## src/rtl/repeat_seq_checker.sv

```systemverilog
// Multi-channel repeat-sequence checker: after a start rising edge, passes when any
// channel is high for REP consecutive samples, fails once every channel has dropped.
// Optional pass/fail event counters are built when REPSEQ_CNT_EN is defined.

module repeat_seq_lane #(
   parameter int REP = 2
) (
   input  logic clk,
   input  logic rst_n,
   input  logic arm,
   input  logic eval,
   input  logic clr,
   input  logic sample,
   output logic done,
   output logic live
);
   logic       alive;
   logic [7:0] run;

   // A lane completes on the edge its REP-th consecutive high sample arrives
   assign done = eval & alive & sample & (run == 8'(REP - 1));
   assign live = alive & sample;

   always_ff @(posedge clk or negedge rst_n) begin
      if (!rst_n) begin
         alive <= 1'b0;
         run   <= '0;
      end else if (arm) begin
         alive <= 1'b1;
         run   <= '0;
      end else if (clr) begin
         alive <= 1'b0;
         run   <= '0;
      end else if (eval && alive) begin
         if (sample) run   <= run + 8'd1;
         else        alive <= 1'b0;
      end
   end
endmodule


```

## config.mk

```make
export PLATFORM = sky130hd
export DESIGN_NAME = repeat_seq_lane
export DESIGN_NICKNAME = d
export VERILOG_FILES = /design/src/rtl/repeat_seq_checker.sv
export SDC_FILE = /design/constraint.sdc
export NUM_CORES = 1
export LEC_CHECK = 0
export CAP_MARGIN = 25
export CORE_MARGIN = 1
export CORE_UTILIZATION = 31
export CTS_BUF_LIST = sky130_fd_sc_hd__clkbuf_16
export CTS_CLUSTER_DIAMETER = 50
export DETAILED_ROUTE_END_ITERATION = 8
export PLACE_DENSITY = 0.63
export SYNTH_ARGS = -nofsm -noshare
export SYNTH_HDL_FRONTEND = slang
export SYNTH_SLANG_ARGS = --single-unit
```

## constraint.sdc

```tcl
create_clock -name clk -period 1.9 [get_ports clk]
set_input_delay 0.57 -clock clk [delete_from_list [all_inputs] [get_ports clk]]
set_output_delay 0.57 -clock clk [all_outputs]
set_load 0.01 [all_outputs]
```

==> impl_metrics.py <==
metrics = {
    "floorplanning": {
        "core_mm2": 0.00151,
        "die_x_um": 42.2,
        "die_y_um": 42.2,
        "die-area_mm2": 0.00178,
        "initial_utilization_pct": 33.3,
        "io_pins": 8,
        "placementRows": 14,
    },
    "sta": {
        "setup_violations": 1,
        "period_minus_slack_ns": 1.96,
        "clock_skew_ns": 0.00297,
        "hold_viol": 0,
        "fmax_mhz": 511,
        "fin_crit_sh_pct": 103,
        "slew_viol_final": 0,
        "rsz0062_at_grt": "yes",
        "tightest_slew_ns": 0.441,
        "slew_headroom_pct": 70.5,
        "worst_slack_ns": -0.0568,
    },
    "logic_synthesis": {
        "ys_ff_latch": 9,
        "yosysSeqAreaShare_pct": 44.9,
        "synth_area_per_cell_um2": 9.29,
        "ys_types": 25,
        "synth_area_leaders": "dfrtp_1, ha_1, or3_1",
        "synth_top_area_share_pct": 44.9,
        "synth_area_leader_cell": "dfrtp_1",
        "synthesis.nets": 62,
        "syn-cell-area_um2": 502,
        "yosys_warnings": 0,
        "synthCells": 54,
    },
    "hold_path": {
        "min_path_type": "reg2reg",
    },
    "global_route": {
        "grt_overflow_total": 0,
        "grt_antenna_before_repair": 0,
        "grt_usage_pct": 15.6,
        "grt_pass1_wl_um": 1970,
        "grt_pass1_vias": 460,
        "grt_max_degree": 10,
    },
    "worst_setup_path": {
        "crit_fanout": 2,
        "critPathLaunchType": "flip-flop",
        "cpPeakStageDelay_ns": 0.37,
        "worstPathCellList": "inv_1, ha_1, nor4b_2, nand2_1, nor4_1, buf_2",
        "crit_required_ns": 1.33,
        "crit_type": "reg2out",
        "path_buf_inv": 2,
        "cp_top_family": "simple AND/OR/NAND/NOR gates",
        "worstSetupEndpointType": "primary output",
        "crit_path_top_delay_cell": "dfrtp_1",
        "crit_arrival_ns": 1.39,
    },
    "detailed_routing": {
        "drc": 0,
        "wirelength_um": 1150,
        "first_iter_violations": 10,
        "vias": 495,
        "antenna_left": 0,
        "avgRoutedWirePerCell_um": 12.1,
        "vias_per_cell": 5.21,
        "first_pass_iters": 4,
    },
    "pwr": {
        "p_per_area_mw_per_mm2": 791,
        "max-vdd-ir-drop_mv": 0.763,
        "p_total_w": 0.000615,
        "leakage_nw": 0.344,
    },
    "place": {
        "place_congestion": 0.737,
        "dpl.cell_count": 89,
        "dp.final_hpwl_um": 856,
        "io_buffers": 7,
    },
    "layout": {
        "drive_above_1_share_pct": 31.6,
        "antennaDiodeCount": 0,
        "fillers": 156,
        "instances_no_fill": 95,
        "area_growth_pct": 54.9,
        "register_area_um2": 225,
        "nNetsFinal": 88,
        "multi_input_comb_area_um2": 272,
    },
    "clock_network": {
        "htreeDepth": 1,
        "clock-sinks": 9,
        "clock_path_buffers": 2,
        "cts_tree": "done",
        "clk_pin_slew_worst_paths_ns": 0.04,
        "numCtsBuffers": 3,
        "clk_latency_ns": 0.23,
        "cts-root-buf": "clkbuf_16",
    },
    "outcome": {
        "violations": "setup timing",
        "outcome": "finished, violations left",
    },
    "flow_run": {
        "cap_violations": 0,
    },
}
==> path summary, 6_finish.rpt <==
| kind | to | slack, ns | startpoint | cells after the start |
|---|---|---|---|---|
| min reg2reg | run[6]$_DFFE_PN0P_ | 0.58 | run[6]$_DFFE_PN0P_ | 2 |
| min in group asynchronous | run[3]$_DFFE_PN0P_ | 0.65 | rst_n | 1 |
| max | done | -0.06 | run[1]$_DFFE_PN0P_ | 6 |
| max reg2reg | run[6]$_DFFE_PN0P_ | 0.37 | run[1]$_DFFE_PN0P_ | 7 |
| max in group asynchronous | run[4]$_DFFE_PN0P_ | 0.94 | rst_n | 1 |
| min | run[6]$_DFFE_PN0P_ | 0.58 | run[6]$_DFFE_PN0P_ | 2 |
==> tightest hold or removal path: stages, from the launching register on <==
cell and delay, ns:
dfrtp_1 0.40, o31ai_1 0.08, a21oi_1 0.06
==> where the power goes <==
part | total (W) | switching, W | internal [W]
logic | 0.0000517 | 0.0000241 | 0.0000276
registers | 0.000197 | 0.00000156 | 0.000195
clock network | 0.000366 | 0.0000912 | 0.000275
==> cells in the mapped netlist <==
cell type  number
or3_1           4
nand2b_1        1
o31ai_1         1
mux2i_1         1
nor2_1          4
inv_1           3
a21oi_1         4
and2_2          1
dfrtp_1         9
nand3_2         1
o21ai_0         3
or2_1           1
ha_1            2
nor4_1          2
and3_2          1
a211oi_1        1
xor2_1          1
a31o_2          1
nor4b_1         1
clkbuf_1        1
nand4_1         3
xnor2_1         1
nand3_1         2
nand2_1         4
or4_1           1
==> layout make-up <==
type	instances	area share, %
timing repair buffer	22	21.9
inverter	3	1.45
tap	16	2.58
clock buffer	3	9.66
clock inverter	1	0.483
multi-input combinational	41	34.9
sequential	9	29.0
==> flip-flops by register name, indices dropped and copies added (netlist names) <==
name and count:
run 8, alive 1
==> metrics by stage <==
stage	setup TNS (ns)	util (%)	hold WS [ns]	cell area [um^2]	setup slack, ns
6_report	-0.0568	51.6	0.580	777	-0.0568
5_1_grt	-0.146	51.6	0.618	777	-0.146
4_1_cts	-0.110	51.1	0.579	769	-0.110
3_5_place_dp	-1.45	45.5	0.569	686	-0.712
3_3_place_gp	-1.40	45.5	0.565	686	-0.700
2_1_floorplan	0	-	0.274	502	0.128
==> cell families (layout without fill, tap and decap cells) <==
logic type,after synthesis,after routing,synth area share (%)
flip-flops,9,9,44.9
buffers and inverters,4,29,2.99
XOR/XNOR,2,2,3.49
multiplexers,1,1,2.00
AO/OA/AOI/OAI,10,10,11.7
AND/OR/NAND/NOR,26,26,29.9
adder cells (fa/ha/maj),2,2,4.99
==> metal layers <==
layer / track usage, % / up-vias / share of wire [%]
li1: - / 251 / -
met1: 19.1 / 223 / 44
met2: 22.8 / 17 / 48
met3: 3.88 / 4 / 4.5
met4: 13.1 / 0 / 3.5
met5: 0 / - / 0
==> repair_timing <==
item                       CTS  global route
setup endpoints to repair    2             1
setup buffers                1             1
hold buffers                 0             0
gates resized for setup     13             0
pin swaps                    2             2
==> cells in the final DEF (no fill, tap or decap), types with 2 or more instances in the layout <==
cell             Yosys  layout
nand2_1              4       4
dlygate4sd2_1        0       2
buf_4                0      15
o21ai_0              3       3
clkbuf_16            0       3
or3_1                4       4
nand4_1              3       3
clkdlybuf4s50_1      0       3
nand3_1              2       2
inv_1                3       4
ha_1                 2       2
buf_2                0       2
a21oi_1              4       4
nor2_1               4       4
dfrtp_1              9       9
nor4_1               2       2
(Power assumes the default switching activity.)
